--- config.mk ---
export PLATFORM = sky130hd
export DESIGN_NAME = cam_pattern_gen
export DESIGN_NICKNAME = d
export VERILOG_FILES = /design/src/rtl/cam_pattern_gen.sv
export SDC_FILE = /design/constraint.sdc
export NUM_CORES = 1
export LEC_CHECK = 0
export CAP_MARGIN = 25
export CORE_MARGIN = 2
export CORE_UTILIZATION = 53
export CTS_CLUSTER_SIZE = 28
export DETAILED_ROUTE_END_ITERATION = 10
export PLACE_DENSITY = 0.79
export SYNTH_ARGS = -nofsm -noshare
export SYNTH_HDL_FRONTEND = slang
export SYNTH_SLANG_ARGS = --single-unit
--- constraint.sdc ---
create_clock -name cam_pclk -period 2.5 [get_ports cam_pclk]
set_input_delay 0.5 -clock cam_pclk [delete_from_list [all_inputs] [get_ports cam_pclk]]
set_output_delay 0.5 -clock cam_pclk [all_outputs]
set_load 0.02 [all_outputs]
--- src/rtl/cam_pattern_gen.sv ---
// rtl/cam_pattern_gen.sv - OV5642-style YUV422 test-pattern sensor emulator
//
// Drives the camera video port (vsync/href/byte data) with synthetic frames
// so the capture path can run without a sensor attached.
//
// Ports:
//   cam_pclk    in   pixel/byte clock, all logic on the rising edge
//   rst         in   asynchronous, active-high reset
//   enable      in   run request, sampled at frame boundaries only
//   mode[1:0]   in   pattern select, latched at frame start
//   vsync_o     out  frame sync, active high
//   href_o      out  line valid, active high
//   data_o[7:0] out  YUV422 byte stream, 8'h00 while href_o is low
//   frame_done  out  one-cycle pulse on the last cycle of the front porch
//   busy        out  high for the whole frame
//
// Optional build macro: CAM_PG_FRAME_TAG_EN (tags line 0 with A5,frame_cnt).

module cam_pattern_gen #(
  parameter int H_ACTIVE    = 640,
  parameter int H_BLANK     = 144,
  parameter int V_ACTIVE    = 480,
  parameter int VSYNC_LINES = 3,
  parameter int V_BACK      = 17,
  parameter int V_FRONT     = 10
) (
  input  logic       cam_pclk,
  input  logic       rst,
  input  logic       enable,
  input  logic [1:0] mode,
  output logic       vsync_o,
  output logic       href_o,
  output logic [7:0] data_o,
  output logic       frame_done,
  output logic       busy
);

  localparam int LINE_LEN = 2 * H_ACTIVE + H_BLANK;
  localparam int HW       = $clog2(LINE_LEN);
  localparam int VW       = $clog2(VSYNC_LINES + V_BACK + V_ACTIVE + V_FRONT + 1);
  localparam int BAR_W    = H_ACTIVE / 8;
  localparam int BW       = $clog2(BAR_W + 1);

  typedef enum logic [2:0] {
    S_IDLE,
    S_VSYNC,
    S_VBACK,
    S_ACTIVE,
    S_VFRONT
  } state_t;

  state_t          r_state;
  state_t          w_state_nxt;
  logic            w_start;
  logic [HW-1:0]   r_hcnt;
  logic [VW-1:0]   r_vline;
  logic [VW-1:0]   w_sect_last;
  logic            w_line_end;
  logic            w_sect_end;
  logic            w_frame_end;
  logic [1:0]      r_mode;
  logic [7:0]      r_frame_cnt;
  logic [BW-1:0]   r_bar_cnt;
  logic [2:0]      r_bar;
  logic            w_href;
  logic [7:0]      w_x;
  logic [7:0]      w_y;
  logic [7:0]      w_luma;
  logic [7:0]      w_byte;
  logic            r_vsync;
  logic            r_href;
  logic [7:0]      r_data;
  logic            r_frame_done;
  logic            r_busy;

  // Last line index of the section the FSM is currently in.
  always_comb begin
    w_sect_last = '0;
    case (r_state)
      S_VSYNC:  w_sect_last = VW'(VSYNC_LINES - 1);
      S_VBACK:  w_sect_last = VW'(V_BACK - 1);
      S_ACTIVE: w_sect_last = VW'(V_ACTIVE - 1);
      S_VFRONT: w_sect_last = VW'(V_FRONT - 1);
      default:  w_sect_last = '0;
    endcase
  end

  assign w_line_end  = (r_hcnt == HW'(LINE_LEN - 1));
  assign w_sect_end  = w_line_end && (r_vline == w_sect_last);
  assign w_frame_end = (r_state == S_VFRONT) && w_sect_end;

  always_ff @(posedge cam_pclk or posedge rst) begin
    if (rst) r_state <= S_IDLE;
    else     r_state <= w_state_nxt;
  end

  // w_start marks the edge on which a new frame begins and mode is latched.
  always_comb begin
    w_state_nxt = r_state;
    w_start     = 1'b0;
    case (r_state)
      S_IDLE: begin
        if (enable) begin
          w_state_nxt = S_VSYNC;
          w_start     = 1'b1;
        end
      end
      S_VSYNC:  if (w_sect_end) w_state_nxt = S_VBACK;
      S_VBACK:  if (w_sect_end) w_state_nxt = S_ACTIVE;
      S_ACTIVE: if (w_sect_end) w_state_nxt = S_VFRONT;
      S_VFRONT: begin
        if (w_sect_end) begin
          if (enable) begin
            w_state_nxt = S_VSYNC;
            w_start     = 1'b1;
          end else begin
            w_state_nxt = S_IDLE;
          end
        end
      end
      default: w_state_nxt = S_IDLE;
    endcase
  end

  assign w_href = (r_state == S_ACTIVE) && (r_hcnt < HW'(2 * H_ACTIVE));

  // Line/section counters, latched mode, frame counter and the colour-bar
  // tracker. The bar index is stepped incrementally so no divider is needed.
  always_ff @(posedge cam_pclk or posedge rst) begin
    if (rst) begin
      r_hcnt      <= '0;
      r_vline     <= '0;
      r_mode      <= 2'd0;
      r_frame_cnt <= 8'd0;
      r_bar_cnt   <= '0;
      r_bar       <= 3'd0;
    end else begin
      if (r_state == S_IDLE) begin
        r_hcnt  <= '0;
        r_vline <= '0;
      end else begin
        r_hcnt <= w_line_end ? '0 : r_hcnt + 1'b1;
        if (w_sect_end)      r_vline <= '0;
        else if (w_line_end) r_vline <= r_vline + 1'b1;
      end

      if (w_start)     r_mode      <= mode;
      if (w_frame_end) r_frame_cnt <= r_frame_cnt + 8'd1;

      if ((r_state != S_ACTIVE) || w_line_end) begin
        r_bar_cnt <= '0;
        r_bar     <= 3'd0;
      end else if (w_href && r_hcnt[0]) begin
        if (r_bar_cnt == BW'(BAR_W - 1)) begin
          r_bar_cnt <= '0;
          r_bar     <= r_bar + 3'd1;
        end else begin
          r_bar_cnt <= r_bar_cnt + 1'b1;
        end
      end
    end
  end

  assign w_x = 8'(r_hcnt >> 1);
  assign w_y = 8'(r_vline);

  always_comb begin
    w_luma = 8'h00;
    case (r_mode)
      2'd0:    w_luma = {r_bar, 5'b0};
      2'd1:    w_luma = w_x;
      2'd2:    w_luma = r_frame_cnt;
      default: w_luma = (((w_x ^ w_y) & 8'h08) != 8'h00) ? 8'hFF : 8'h00;
    endcase
  end

  // Even bytes are chroma (fixed mid-scale), odd bytes luma.
  always_comb begin
    w_byte = r_hcnt[0] ? w_luma : 8'h80;
`ifdef CAM_PG_FRAME_TAG_EN
    if (w_y == 8'd0) begin
      if (r_hcnt == HW'(0)) w_byte = 8'hA5;
      if (r_hcnt == HW'(1)) w_byte = r_frame_cnt;
    end
`endif
  end

  // Outputs are registered from the current state, so the whole port lags
  // the internal counters by exactly one cycle and stays aligned with itself.
  always_ff @(posedge cam_pclk or posedge rst) begin
    if (rst) begin
      r_vsync      <= 1'b0;
      r_href       <= 1'b0;
      r_data       <= 8'h00;
      r_frame_done <= 1'b0;
      r_busy       <= 1'b0;
    end else begin
      r_vsync      <= (r_state == S_VSYNC);
      r_href       <= w_href;
      r_data       <= w_href ? w_byte : 8'h00;
      r_frame_done <= w_frame_end;
      r_busy       <= (r_state != S_IDLE);
    end
  end

  assign vsync_o    = r_vsync;
  assign href_o     = r_href;
  assign data_o     = r_data;
  assign frame_done = r_frame_done;
  assign busy       = r_busy;

endmodule

Word-level counts from Yosys, hierarchy flattened:

Index checks and enable logic that the tools add are counted.
W data, S select, Z words.

* magnitude comparators: 1
* reductions and logical operators: 13
* multiplexer cells: 26
* bitwise operators: 1
* add/subtract/negate cells: 5
* equality and inequality tests: 15

Operators by type and width (number)
* $pmux W9 S4: 1
* $mux W9: 3
* $mux W3: 8
* $mux W8: 3
* $pmux W8 S3: 1
* $mux W11: 2
* $mux W7: 3
* $pmux W3 S5: 1
* $add A11 B1 Y11 const B: 1
* $eq A11 B11 Y1 const B: 1
* $lt A11 B11 Y1 const B: 1
* $ne A2 B2 Y1 const B: 5
* $add A9 B1 Y9 const B: 1
* $eq A9 B9 Y1: 1
* $add A8 B1 Y8 const B: 1
* $add A7 B1 Y7 const B: 1
* $eq A7 B7 Y1 const B: 1
* $eq A3 B2 Y1 const B: 2
* $reduce_bool A3 Y1: 2
* $reduce_and A5 Y1: 1
* $logic_and A1 B1 Y1: 4
* $reduce_bool A2 Y1: 2
* $xor A4 B4 Y4: 1
* $add A3 B1 Y3 const B: 1
* 11 further kinds: 13

* flip-flop bits (word level): 55
* output and inout port bits: 12

Logic depth before layout (Yosys ltp):

* word-level depth: 6
* mapped depth: 8
* gate-level depth less buffers: 7

Least setup slack after synthesis:

OpenSTA, ideal clock, no wires.

* path kind: register -> register
* start point: reg r_hcnt[5]
* end point: reg r_state[0]
* cell stages (with the launch flop): 8
* slack: 77 ps
* data required time: 2369 ps
* setup time: 131 ps
* buffers on the path: 1
* data arrival time: 2292 ps
* cell sequence: dfrtp_1 > or3b_1 > or3_1 > buf_2 > nor3_4 > nand4_1 > mux2i_1 > or3_1

* word-level cells in the longest chain between the ends: 4

Ends and longest elaborated chain
* start, declared: line 55 `logic [HW-1:0] r_hcnt;`
* start signal, assigned: line 142 `r_hcnt <= w_line_end ? '0 : r_hcnt + 1'b1;`
* $eq A11 B11 Y1 (*): line 88 `assign w_line_end = (r_hcnt == HW'(LINE_LEN - 1));`
* $logic_and A1 B1 Y1 (*): line 89 `assign w_sect_end = w_line_end && (r_vline == w_sect_last);`
* $ne A2 B2 Y1 (no source line)
* $reduce_and A5 Y1 (no source line) (*)
* end signal, assigned: line 94 `else r_state <= w_state_nxt;`
* end, declared: line 52 `state_t r_state;`

Every way passes the cells marked *; elsewhere a longest branch is shown, timed or not.
A chain may end at the register's enable or synchronous reset.

Worst setup path in the final report:

Same ends and word-level chain as after synthesis.

==> results.md <==
- Nets: 316
- Total Neg Setup Slack: 0 ns
- First-pass DRT Iterations: 4
- Synth Instances: 284
- Highest-delay cell along the critical path: dfrtp_1
- # H-tree levels: 2
- Share of layout cells above drive strength 1: 0.1042
- PwrDens: 555.0 nW/um2
- Syn_area_per_cell: 9.776 um2
- Xor/xnor share of the synthesized area: 0.08833
- Num CTS Buffers: 5
- Synth Cell Area: 2776 um2
- Beginning of the critical path: r_hcnt[5]$_DFF_PP0_
- Antenna cells: 0
- LEAKAGE: 1.396 nW
- Synth Area in Simple Gates: 0.2370
- CP bufs+invs: 0
- CP top delay family: simple AND/OR/NAND/NOR gates
- Post-synth net total: 294
- Grt total ovfl: 0
- Skew-Pair Late Insertion Delay: 0.32 ns
- Die Height: 76.38 um
- # Post-CTS Setup Buffers: 0
- Reg-to-Reg Start: r_hcnt[5]$_DFF_PP0_
- Final ANT Viol Nets: 0
- Clock Skew: 0.01209 ns
- RSZ-0062 raised after global routing: no
- Critical Path, Cell by Cell: or3b_1 > or3_1 > nor3_4 > nand4_1 > mux2i_1 > or3_1
- Vias in the first global route: 2058
- Setup CP Type: reg -> reg
- Max-Cap Viols: 0
- Distinct cells, synth: 45
- Post-synthesis async set-or-reset flop share: 1.000
- Cell count after placement: 369
- CTS resizes: 0
- Area after DPL: 3073 um2
- Post-synthesis compound-gate area fraction: 0.09374
- Wirelength, routed: 5.556 mm
- Max Slew Vio Count: 0
- Initial antenna violation count: 0
- CP peak stage delay: 0.45 ns
- Nature of the critical path endpoint: register
- Largest family of logic cells by synthesized area: simple AND/OR/NAND/NOR gates
- Reg clk slew, reported paths: 0.10 ns
- Area delta synth->final: 13.97%
- CP Data Required Time: 2.70 ns
- Outcome: completed
- FP Rows: 26
- Initial Util: 0.5471
- Final hold viol count: 0
- Dpl hpwl: 4.064 mm
- CTS tree: yes
- Via-to-Cell Ratio: 5.623
- WL per Instance: 14.74 um
- Worst slack, placed: 0.1415 ns
- Clock sink count: 55
- Die area: 5833 um2
- Largest net degree at the start of global routing: 37
- Post-synth top flop: dfrtp_1
- Fin cells: 377
- GP Congestion: 0.8970
- Fin worst setup slack: 0.1375 ns
- Post-synthesis adder-cell area fraction: 0.02253
- I/O Pins: 17
- Residual DRC: 0
- Post-layout instance area: 3164 um2
- Setup violators final: 0
- Rel. slew slack: 0.6245
- Post-synthesis mux area share: 0.03380
- First-pass GRT wire length: 9.804 mm
- EDFF count, synth: 0
- IR drop worst, VDD: 354.2 uV
- Slew @ Worst Pin: 0.5633 ns
- CTS root buf: clkbuf_8
- Hold-fix buffers, CTS: 0
- Die Span X: 76.38 um
- #FFs+latches synth: 55
- Worst Path Max Fanout: 6
- Min-delay worst type: in -> async
- Part of the cycle the worst path needs: 0.9450
- Startpoint types: register
- Core ar.: 5075 um2
- Total GRT Usage: 0.2096
- FMAX: 0.4233 GHz
- Worst path arrival time: 2.56 ns
- Clock tree buffer depth: 2
- IO buf count: 16
- Synth Warn #: 0
- Sequential share of the synthesized area: 0.4957
- Most frequent cell on the critical path: or3_1
- Min Tclk post-route: 2.363 ns
- Hold_ws: 0.4993 ns
- Iteration-0 DRC Markers: 195
- DR vias: 2120
[metal layers]
| layer | global-route usage | vias to the layer above | part of all wire |
|---|---|---|---|
| li1 | - | 1035 | - |
| met1 | 0.2883 | 1027 | 0.44 |
| met2 | 0.3363 | 54 | 0.49 |
| met3 | 0.04265 | 4 | 0.053 |
| met4 | 0.06727 | 0 | 0.012 |
| met5 | 0 | - | 0 |
[cells in the final DEF (no fill, tap or decap), types with 11 or more instances in the layout]
cell / Yosys / routed
dfrtp_1: 55 / 55
xor2_1: 17 / 17
nand2_1: 24 / 24
a21oi_1: 14 / 14
nor2_1: 40 / 40
xnor2_1: 11 / 11
buf_4: 0 / 11
clkdlybuf4s50_1: 0 / 16
nand3_1: 14 / 14
[worst paths after layout]
kind,end,slack (ns),depth (start not counted)
max,r_state[0]$_DFFE_PP0P_,0.14,6
min,vsync_o$_DFF_PP0_,0.50,2
max reg2reg,r_state[0]$_DFFE_PP0P_,0.14,6
min reg2reg,r_frame_cnt[7]$_DFFE_PP0P_,0.51,1
max in group asynchronous,data_o[2]$_DFF_PP0_,1.47,3
min in group cam_pclk,r_frame_cnt[7]$_DFFE_PP0P_,0.51,1
[report_power, final]
group | internal (mW) | switching (mW) | total [mW] | leakage, nW
sequential | 0.936 | 0.0768 | 1.01 | 0.744
combinational | 0.114 | 0.122 | 0.235 | 0.603
clock | 0.203 | 0.305 | 0.508 | 0.0489
[flip-flops by register name, summed over array words and instances, names as in the netlist]
name and flops:
busy 1, data_o 8, frame_done 1, href_o 1
r_bar 3, r_bar_cnt 7, r_frame_cnt 8, r_hcnt 11
r_mode 2, r_state 3, r_vline 9, vsync_o 1
[per-stage QoR]
step                      total power, mW    util
after floorplan                     1.180       -
after global placement              1.259  0.6055
after detailed placement            1.270  0.6055
after CTS                           1.774  0.6235
after global routing                1.840  0.6235
final                               1.756  0.6235
[layout make-up]
type | count | area, um2
Multi-Input combinational cell | 209 | 1320
Fill cell | 457 | 1911
Sequential cell | 55 | 1376
Inverter | 7 | 26.28
Clock inverter | 3 | 22.52
Clock buffer | 5 | 68.82
Timing Repair Buffer | 28 | 262.8
Tap cell | 70 | 87.58
[logic make-up after synthesis]
group           Yosys count
simple gates            127
buf+inv                  20
fa+ha+maj                 5
xor+xnor                 28
mux                       7
flops                    55
compound gates           42
[cells in the mapped netlist, types with 3 or more instances]
cell / n / share of area
o21ai_0: 10 / 0.018
nor3_1: 9 / 0.016
nor4_1: 3 / 0.0068
a21oi_1: 14 / 0.025
clkbuf_1: 9 / 0.012
and3_1: 5 / 0.011
ha_1: 5 / 0.023
xnor2_1: 11 / 0.035
nor2_1: 40 / 0.054
buf_2: 4 / 0.0072
a211oi_1: 5 / 0.014
inv_1: 7 / 0.0095
xor2_1: 17 / 0.054
dfrtp_1: 55 / 0.50
nand3_1: 14 / 0.025
nand2_1: 24 / 0.032
mux2i_1: 3 / 0.011
nor2b_1: 5 / 0.011
nand4_1: 10 / 0.023
No activity file was read; power rests on OpenSTA's default activity.
